### config.mk
export PLATFORM = sky130hd
export DESIGN_NAME = des_key_scheduler
export DESIGN_NICKNAME = d
export VERILOG_FILES = /design/src/rtl/des_pkg.sv /design/src/rtl/des_key_sched_checker.sv /design/src/rtl/des_pc2_perm.sv /design/src/rtl/des_key_scheduler.sv
export SDC_FILE = /design/constraint.sdc
export NUM_CORES = 1
export LEC_CHECK = 0
export CAP_MARGIN = 20
export CORE_UTILIZATION = 40
export CTS_BUF_LIST = sky130_fd_sc_hd__clkbuf_8 sky130_fd_sc_hd__clkbuf_16
export CTS_CLUSTER_SIZE = 40
export DETAILED_ROUTE_END_ITERATION = 7
export PLACE_DENSITY_LB_ADDON = 0.08
export SYNTH_ARGS = -nofsm -noshare
export SYNTH_HDL_FRONTEND = slang
export SYNTH_SLANG_ARGS = --single-unit
### constraint.sdc
create_clock -name clock -period 5.2 [get_ports clock]
set_clock_uncertainty 0.15 [all_clocks]
set_input_delay 1.04 -clock clock [delete_from_list [all_inputs] [get_ports clock]]
set_output_delay 1.04 -clock clock [all_outputs]
set_load 0.005 [all_outputs]
### src/rtl/des_pkg.sv
// -----------------------------------------------------------------------------
// des_pkg
// Shared DES key-schedule definitions: PC-1 / PC-2 selection tables, the
// per-round shift schedules for both directions, datapath widths, the
// scheduler FSM state type and the key byte parity helper.
// Table entries use DES bit numbering: bit 1 is the most significant bit of
// the source vector.
// -----------------------------------------------------------------------------
package des_pkg;

   localparam int C_W      = 28;
   localparam int CD_W     = 2 * C_W;
   localparam int SUBKEY_W = 48;
   localparam int ROUND_W  = 5;

   typedef enum logic [1:0] {
      IDLE = 2'd0,
      RUN  = 2'd1,
      DONE = 2'd2
   } sched_state_t;

   // PC-1: 64-bit key (parity bits dropped) -> 56-bit {C, D}
   localparam logic [5:0] PC1 [0:55] = '{
      6'd57, 6'd49, 6'd41, 6'd33, 6'd25, 6'd17, 6'd9,
      6'd1,  6'd58, 6'd50, 6'd42, 6'd34, 6'd26, 6'd18,
      6'd10, 6'd2,  6'd59, 6'd51, 6'd43, 6'd35, 6'd27,
      6'd19, 6'd11, 6'd3,  6'd60, 6'd52, 6'd44, 6'd36,
      6'd63, 6'd55, 6'd47, 6'd39, 6'd31, 6'd23, 6'd15,
      6'd7,  6'd62, 6'd54, 6'd46, 6'd38, 6'd30, 6'd22,
      6'd14, 6'd6,  6'd61, 6'd53, 6'd45, 6'd37, 6'd29,
      6'd21, 6'd13, 6'd5,  6'd28, 6'd20, 6'd12, 6'd4
   };

   // PC-2: 56-bit {C, D} -> 48-bit subkey
   localparam logic [5:0] PC2 [0:47] = '{
      6'd14, 6'd17, 6'd11, 6'd24, 6'd1,  6'd5,
      6'd3,  6'd28, 6'd15, 6'd6,  6'd21, 6'd10,
      6'd23, 6'd19, 6'd12, 6'd4,  6'd26, 6'd8,
      6'd16, 6'd7,  6'd27, 6'd20, 6'd13, 6'd2,
      6'd41, 6'd52, 6'd31, 6'd37, 6'd47, 6'd55,
      6'd30, 6'd40, 6'd51, 6'd45, 6'd33, 6'd48,
      6'd44, 6'd49, 6'd39, 6'd56, 6'd34, 6'd53,
      6'd46, 6'd42, 6'd50, 6'd36, 6'd29, 6'd32
   };

   // Left-rotate amounts for encrypt rounds 1..16 (sum = 28)
   localparam logic [1:0] ENC_SHIFT [0:15] = '{
      2'd1, 2'd1, 2'd2, 2'd2, 2'd2, 2'd2, 2'd2, 2'd2,
      2'd1, 2'd2, 2'd2, 2'd2, 2'd2, 2'd2, 2'd2, 2'd1
   };

   // Right-rotate amounts for decrypt rounds 1..16; round 1 uses PC-1 as-is
   localparam logic [1:0] DEC_SHIFT [0:15] = '{
      2'd0, 2'd1, 2'd2, 2'd2, 2'd2, 2'd2, 2'd2, 2'd2,
      2'd1, 2'd2, 2'd2, 2'd2, 2'd2, 2'd2, 2'd2, 2'd1
   };

   // Per-byte odd-parity failure flags; bit b is 1 when key byte b has even parity
   function automatic logic [7:0] key_parity_err(input logic [63:0] key);
      logic [7:0] err;
      err = 8'h00;
      for (int b = 0; b < 8; b++) begin
         err[b] = ~^key[8*b +: 8];
      end
      return err;
   endfunction

endpackage

### src/rtl/des_key_sched_checker.sv
// -----------------------------------------------------------------------------
// des_key_sched_checker
// Simulation-only properties for des_key_scheduler. Holds the PC-1 value of
// the accepted key and checks that the encrypt rotations wrap back to it at
// round 16, and that a valid subkey always carries a round index of 1..16.
// Ports:
//   clock, reset_n   clock and asynchronous active-low reset
//   i_accept         key accepted this cycle
//   i_dec            latched direction (1 = decrypt)
//   i_subkey_valid   subkey output valid
//   i_pc1            PC-1 of the key currently on key_in
//   i_cd             registered {C, D}
//   i_round          registered round index
// -----------------------------------------------------------------------------
module des_key_sched_checker
   import des_pkg::*;
(
   input  logic               clock,
   input  logic               reset_n,
   input  logic               i_accept,
   input  logic               i_dec,
   input  logic               i_subkey_valid,
   input  logic [CD_W-1:0]    i_pc1,
   input  logic [CD_W-1:0]    i_cd,
   input  logic [ROUND_W-1:0] i_round
);

   logic [CD_W-1:0] r_pc1_ref;

   // Capture PC-1 of the accepted key as the wrap-around reference
   always_ff @(posedge clock or negedge reset_n) begin
      if (!reset_n) begin
         r_pc1_ref <= '0;
      end else if (i_accept) begin
         r_pc1_ref <= i_pc1;
      end else begin
         r_pc1_ref <= r_pc1_ref;
      end
   end

   a_enc_wrap: assert property (@(posedge clock) disable iff (!reset_n)
      (i_subkey_valid && !i_dec && (i_round == 5'd16)) |-> (i_cd == r_pc1_ref));

   a_round_range: assert property (@(posedge clock) disable iff (!reset_n)
      i_subkey_valid |-> ((i_round >= 5'd1) && (i_round <= 5'd16)));

endmodule

### src/rtl/des_pc2_perm.sv
// -----------------------------------------------------------------------------
// des_pc2_perm
// Combinational PC-2 compression of the 56-bit {C, D} state to a 48-bit
// round subkey. Pure wiring; shared with the round engine's checker.
// Ports:
//   i_cd      in  56  {C, D}; i_cd[55] is DES bit 1
//   o_subkey  out 48  subkey; o_subkey[47] is PC-2 bit 1
// -----------------------------------------------------------------------------
module des_pc2_perm
   import des_pkg::*;
(
   input  logic [CD_W-1:0]     i_cd,
   output logic [SUBKEY_W-1:0] o_subkey
);

   // Select each subkey bit from its PC-2 source position (MSB-first numbering)
   always_comb begin
      o_subkey = '0;
      for (int i = 0; i < SUBKEY_W; i++) begin
         o_subkey[SUBKEY_W-1-i] = i_cd[CD_W - int'(PC2[i])];
      end
   end

endmodule

### src/rtl/des_key_scheduler.sv
// -----------------------------------------------------------------------------
// des_key_scheduler
// Iterative DES key schedule: one 48-bit subkey per consumer handshake, in
// encrypt order (K1..K16) or decrypt order (K16..K1), using only the two
// 28-bit C/D rotating registers.
// Optional feature macro: DES_KEY_PARITY_CHECK_EN (per-byte odd-parity flags
// captured on key acceptance; tied to zero when undefined).
// Ports:
//   clock         in   1   rising-edge clock
//   reset_n       in   1   asynchronous active-low reset
//   key_in        in   64  key; key_in[63] is DES bit 1
//   decrypt       in   1   direction, sampled with the key
//   key_valid     in   1   key offered
//   key_ready     out  1   high only in IDLE
//   subkey_out    out  48  current subkey; subkey_out[47] is PC-2 bit 1
//   subkey_valid  out  1   subkey_out / round_idx valid
//   subkey_ready  in   1   consumer takes the subkey
//   round_idx     out  5   issue order 1..16
//   sched_done    out  1   one-cycle pulse after the 16th subkey is taken
//   parity_err    out  8   per-byte parity failure; bit 7 = DES bits 1-8
// -----------------------------------------------------------------------------
module des_key_scheduler
   import des_pkg::*;
#(
   parameter int ROUNDS   = 16,
   parameter int KEY_W    = 64,
   parameter int SUBKEY_W = 48
) (
   input  logic                clock,
   input  logic                reset_n,
   input  logic [KEY_W-1:0]    key_in,
   input  logic                decrypt,
   input  logic                key_valid,
   output logic                key_ready,
   output logic [SUBKEY_W-1:0] subkey_out,
   output logic                subkey_valid,
   input  logic                subkey_ready,
   output logic [ROUND_W-1:0]  round_idx,
   output logic                sched_done,
   output logic [7:0]          parity_err
);

   localparam logic [ROUND_W-1:0] LAST_ROUND = ROUND_W'(ROUNDS);

   sched_state_t        r_state;
   sched_state_t        w_state_nxt;
   logic                w_accept;
   logic                w_advance;
   logic [CD_W-1:0]     w_pc1;
   logic [C_W-1:0]      r_c;
   logic [C_W-1:0]      r_d;
   logic [C_W-1:0]      w_c_src;
   logic [C_W-1:0]      w_d_src;
   logic [C_W-1:0]      w_c_nxt;
   logic [C_W-1:0]      w_d_nxt;
   logic                r_dec;
   logic                w_dir_dec;
   logic [ROUND_W-1:0]  r_round;
   logic [ROUND_W-1:0]  w_round_nxt;
   logic [3:0]          w_sh_idx;
   logic [1:0]          w_shift;
   logic [SUBKEY_W-1:0] r_subkey;
   logic [SUBKEY_W-1:0] w_subkey;
   logic                r_key_ready;
   logic                r_subkey_valid;
   logic                r_sched_done;

   // PC-1 selection of the offered key into {C, D}
   always_comb begin
      w_pc1 = '0;
      for (int i = 0; i < CD_W; i++) begin
         w_pc1[CD_W-1-i] = key_in[KEY_W - int'(PC1[i])];
      end
   end

   // Next-state and handshake decode
   always_comb begin
      w_state_nxt = r_state;
      w_accept    = 1'b0;
      w_advance   = 1'b0;
      case (r_state)
         IDLE: begin
            if (key_valid && r_key_ready) begin
               w_accept    = 1'b1;
               w_state_nxt = RUN;
            end else begin
               w_state_nxt = IDLE;
            end
         end
         RUN: begin
            if (r_subkey_valid && subkey_ready) begin
               if (r_round == LAST_ROUND) begin
                  w_state_nxt = DONE;
               end else begin
                  w_advance   = 1'b1;
                  w_state_nxt = RUN;
               end
            end else begin
               w_state_nxt = RUN;
            end
         end
         DONE:    w_state_nxt = IDLE;
         default: w_state_nxt = IDLE;
      endcase
   end

   // Rotation source: fresh PC-1 on acceptance, otherwise the held C/D
   always_comb begin
      if (w_accept) begin
         w_c_src     = w_pc1[CD_W-1:C_W];
         w_d_src     = w_pc1[C_W-1:0];
         w_dir_dec   = decrypt;
         w_round_nxt = 5'd1;
      end else begin
         w_c_src     = r_c;
         w_d_src     = r_d;
         w_dir_dec   = r_dec;
         w_round_nxt = r_round + 5'd1;
      end
   end

   // Round 16 wraps to index 15 through the 4-bit subtraction
   assign w_sh_idx = w_round_nxt[3:0] - 4'd1;
   assign w_shift  = w_dir_dec ? DEC_SHIFT[w_sh_idx] : ENC_SHIFT[w_sh_idx];

   // C/D rotation: left for encrypt, right for decrypt, by 0, 1 or 2
   always_comb begin
      case ({w_dir_dec, w_shift})
         3'b0_01: begin
            w_c_nxt = {w_c_src[C_W-2:0], w_c_src[C_W-1]};
            w_d_nxt = {w_d_src[C_W-2:0], w_d_src[C_W-1]};
         end
         3'b0_10: begin
            w_c_nxt = {w_c_src[C_W-3:0], w_c_src[C_W-1:C_W-2]};
            w_d_nxt = {w_d_src[C_W-3:0], w_d_src[C_W-1:C_W-2]};
         end
         3'b1_01: begin
            w_c_nxt = {w_c_src[0], w_c_src[C_W-1:1]};
            w_d_nxt = {w_d_src[0], w_d_src[C_W-1:1]};
         end
         3'b1_10: begin
            w_c_nxt = {w_c_src[1:0], w_c_src[C_W-1:2]};
            w_d_nxt = {w_d_src[1:0], w_d_src[C_W-1:2]};
         end
         default: begin
            w_c_nxt = w_c_src;
            w_d_nxt = w_d_src;
         end
      endcase
   end

   des_pc2_perm u_pc2 (
      .i_cd     ({w_c_nxt, w_d_nxt}),
      .o_subkey (w_subkey)
   );

   // FSM state register
   always_ff @(posedge clock or negedge reset_n) begin
      if (!reset_n) begin
         r_state <= IDLE;
      end else begin
         r_state <= w_state_nxt;
      end
   end

   // Handshake/status outputs registered from the next state
   always_ff @(posedge clock or negedge reset_n) begin
      if (!reset_n) begin
         r_key_ready    <= 1'b1;
         r_subkey_valid <= 1'b0;
         r_sched_done   <= 1'b0;
      end else begin
         r_key_ready    <= (w_state_nxt == IDLE);
         r_subkey_valid <= (w_state_nxt == RUN);
         r_sched_done   <= (w_state_nxt == DONE);
      end
   end

   // C/D, subkey and round counter move only on accept or advance
   always_ff @(posedge clock or negedge reset_n) begin
      if (!reset_n) begin
         r_c      <= '0;
         r_d      <= '0;
         r_subkey <= '0;
         r_round  <= '0;
         r_dec    <= 1'b0;
      end else begin
         if (w_accept || w_advance) begin
            r_c      <= w_c_nxt;
            r_d      <= w_d_nxt;
            r_subkey <= w_subkey;
            r_round  <= w_round_nxt;
         end else begin
            r_c      <= r_c;
            r_d      <= r_d;
            r_subkey <= r_subkey;
            r_round  <= r_round;
         end
         if (w_accept) begin
            r_dec <= decrypt;
         end else begin
            r_dec <= r_dec;
         end
      end
   end

`ifdef DES_KEY_PARITY_CHECK_EN
   logic [7:0] r_parity_err;

   // Parity flags captured on acceptance, held until the next key
   always_ff @(posedge clock or negedge reset_n) begin
      if (!reset_n) begin
         r_parity_err <= 8'h00;
      end else if (w_accept) begin
         r_parity_err <= key_parity_err(key_in[63:0]);
      end else begin
         r_parity_err <= r_parity_err;
      end
   end

   assign parity_err = r_parity_err;
`else
   // Parity bits of the key are not used by the schedule itself
   logic w_unused_key_bits;
   assign w_unused_key_bits = ^{key_in[56], key_in[48], key_in[40], key_in[32],
                                key_in[24], key_in[16], key_in[8],  key_in[0]};
   assign parity_err = 8'h00;
`endif

   assign key_ready    = r_key_ready;
   assign subkey_out   = r_subkey;
   assign subkey_valid = r_subkey_valid;
   assign round_idx    = r_round;
   assign sched_done   = r_sched_done;

   des_key_sched_checker u_chk (
      .clock          (clock),
      .reset_n        (reset_n),
      .i_accept       (w_accept),
      .i_dec          (r_dec),
      .i_subkey_valid (r_subkey_valid),
      .i_pc1          (w_pc1),
      .i_cd           ({r_c, r_d}),
      .i_round        (r_round)
   );

endmodule

==> run_results.csv <==
group,metric,value,unit
clock_network,cts_tree,"yes",
place,portBuffers,116,
synth,synth_fa_ha_area_frac,0.0126,
worst_setup_path,critPathMaxFanout,16,
floorplan,start_util,0.415,
worst_setup_path,cp_top_family,"simple AND/OR/NAND/NOR gates",
floorplan,num_rows,47,
sta,min_period,4.46,ns
synth,ys_seq_elements,67,
clock_network,hold_buffers,0,
clock_network,cts_setup_buffers,0,
global_route,grt_pass1_vias,6873,
floorplan,io_pins,133,
place,postPlaceCellArea,7900,um2
synth,synth_top_area_cell,"dfrtp_1",
global_route,grt.total_usage,0.274,
clock_network,cts_resized,0,
floorplan,die_y,134,um
synth,avgSynthCellArea,7.60,um2
synth,muxShareOfSynthArea,0.133,
sta,fin_setup_tns,0,ns
cells_and_area,filler_cell_count,1652,
synth,ys_warn_count,0,
floorplan,dieWidth,134,um
sta,tightest_slew,0.899,ns
cells_and_area,fin_area,8210,um2
clock_network,insertion_delay,0.34,ns
worst_setup_path,crit_required,5.28,ns
worst_setup_path,worst_path_max_delay_cell,"nor2_1",
synth,synth_edf_count,0,
clock_network,cts_root_buffer,"clkbuf_16",
drt,drt-total-wl,24400,um
sta,setup_viol,0,
drt,antenna_left,0,
clock_network,path_clk_slew,0.06,ns
place,gp_congestion,0.846,
floorplan,die_area,17900,um2
cells_and_area,nets,1019,
synth,yosysUniqueCellTypes,70,
drt,vias,7184,
drt,wl_per_cell,20.9,um
clock_network,numCtsBuffers,9,
worst_setup_path,setup.worst_path.start_class,"input pin",
cells_and_area,final_cell_mix,"nand2_1, clkdlybuf4s50_1, o21ai_0, nor2_1, mux2i_1",
cells_and_area,drive_gt1_frac,0.111,
worst_setup_path,critical_path_buf_inv_count,3,
synth,synthFlopType,"dfrtp_1",
global_route,grt_max_degree,64,
sta,rsz0062_at_grt,"no",
worst_setup_path,critPathArrivalTime,4.54,ns
synth,synth-simple-area-share,0.198,
global_route,grt_pass1_wl,38400,um
worst_setup_path,path_cells,"clkdlybuf4s50_1 > nand4bb_4 > and2_1 > inv_1 > ha_1 > nor3_1 > a21oi_1 > nor3_2 > nor2_1 > buf_4 > o221ai_1 > o221a_1",
synth,yosysTopAreaCellShare,0.237,
clock_network,cts_buffer_depth,2,
cells_and_area,layout_commonest_cell,"nand2_1",
hold_path,hold_class,"reg2reg",
drt,routed_via_density,6.15,
global_route,grt-ovfl-total,0,
cells_and_area,n_antenna_cell,0,
worst_setup_path,cp-end-kind,"register",
drt,drt_iter0_drc,754,
sta,timing.final.crit_share,0.858,
cells_and_area,syn2layout_area_growth,18.0,%
worst_setup_path,slowest_delay,0.72,ns
synth,async_flop_share,1.00,
synth,synth.area.top_cells,"dfrtp_1, mux2i_1, nand2_1, o21ai_0, buf_4",
run,timing.max_cap.violations,0,
place,dp_hpwl,15900,um
synth,synth-xor-area-share,0.0103,
sta,slew_headroom,0.399,
global_route,antenna_found_initial,0,
worst_setup_path,critPathKind,"in2reg",
drt,drc_errors,0,
synth,synth_compound_area_frac,0.287,
clock_network,cts.sinks,67,
clock_network,htree_levels,3,
synth,ys_seq_area_frac,0.241,
drt,first_pass_iters,5,
status,status,"complete, no violations",
sta,slew_viol_final,0,
synth,syn_area,6960,um2
floorplan,core_area,16800,um2
sta,max_freq,224,MHz
synth,synth_top_family_by_area,"compound AO/OA/AOI/OAI gates",
sta,hold_viol,0,
synth,syn_inst,915,
final timing paths:
kind,cells after the start,slack [ns],to,startpoint
hold reg to reg,2,0.40,r_c[18],r_c[18]
min in group asynchronous,1,0.62,round_idx[4],reset_n
setup reg to reg,12,1.09,r_d[10],round_idx[0]
max in group asynchronous,2,3.23,r_d[6],reset_n
hold / removal,2,0.40,r_c[18],r_c[18]
setup / recovery,12,0.74,r_d[10],key_valid
logic make-up (layout without fill, tap and decap cells):
logic type	Yosys count	in the layout
AOI/OAI and AO/OA	297	297
xor gates and xnor gates	6	6
buffers and inverters	143	169
muxes	90	90
and+or+nand+nor	304	304
adders and majority gates	7	7
other	1	8
DFF	67	67
sequential cells by signal, summed over array words and instances, names as in the netlist:
name,count
r_state,2
r_dec,1
subkey_valid,1
sched_done,1
subkey_out,2
r_c,27
key_ready,1
round_idx,5
r_d,27
synthesized netlist by cell type (all sizes together) (5+ instances only):
cell type	n
nand2	154
o21ai	97
nor2	90
buf	87
mux2i	68
dfrtp	66
clkbuf	49
a21oi	36
o211ai	32
a31oi	27
mux2	22
o221a	19
or2	18
o221ai	17
o22ai	16
o21a	14
a22oi	7
a2bb2oi	7
ha	7
inv	7
and3	5
nor3	5
o211a	5
layer usage:
layer,share of wire,track usage,up-vias
met1,0.44,0.383,3440
met3,0.073,0.0333,48
met2,0.46,0.431,378
met4,0.021,0.0991,0
li1,-,-,3318
met5,0,0,-
worst min-delay path: stages, from the launching register on:
cell	delay (ns)
dfrtp_1	0.39
nand2_1	0.06
a2bb2oi_1	0.06
area by class of cell:
type	count	area [um2]	share of cell area
inverters	7	26.3	0.00320
well taps	220	275	0.0335
multi-input cells	712	4530	0.551
flip-flops and latches	67	1680	0.204
repair buffers	146	1390	0.170
clock inverters	7	85.1	0.0104
clock buffers	9	225	0.0274
per-stage QoR:
stage               hold slack (ns)  std cells  utilization  setup WS [ns]
global placement              0.377       1152        0.471          0.511
detailed placement            0.396       1152        0.471          0.433
finish                        0.400       1168        0.490          0.737
CTS                           0.405       1168        0.490          0.794
global route                  0.424       1168        0.490          0.441
floorplan                     0.342        922            -          0.430
Power is not shown: default switching activity piles up to over one toggle a cycle in this logic, so the estimate is an artifact.
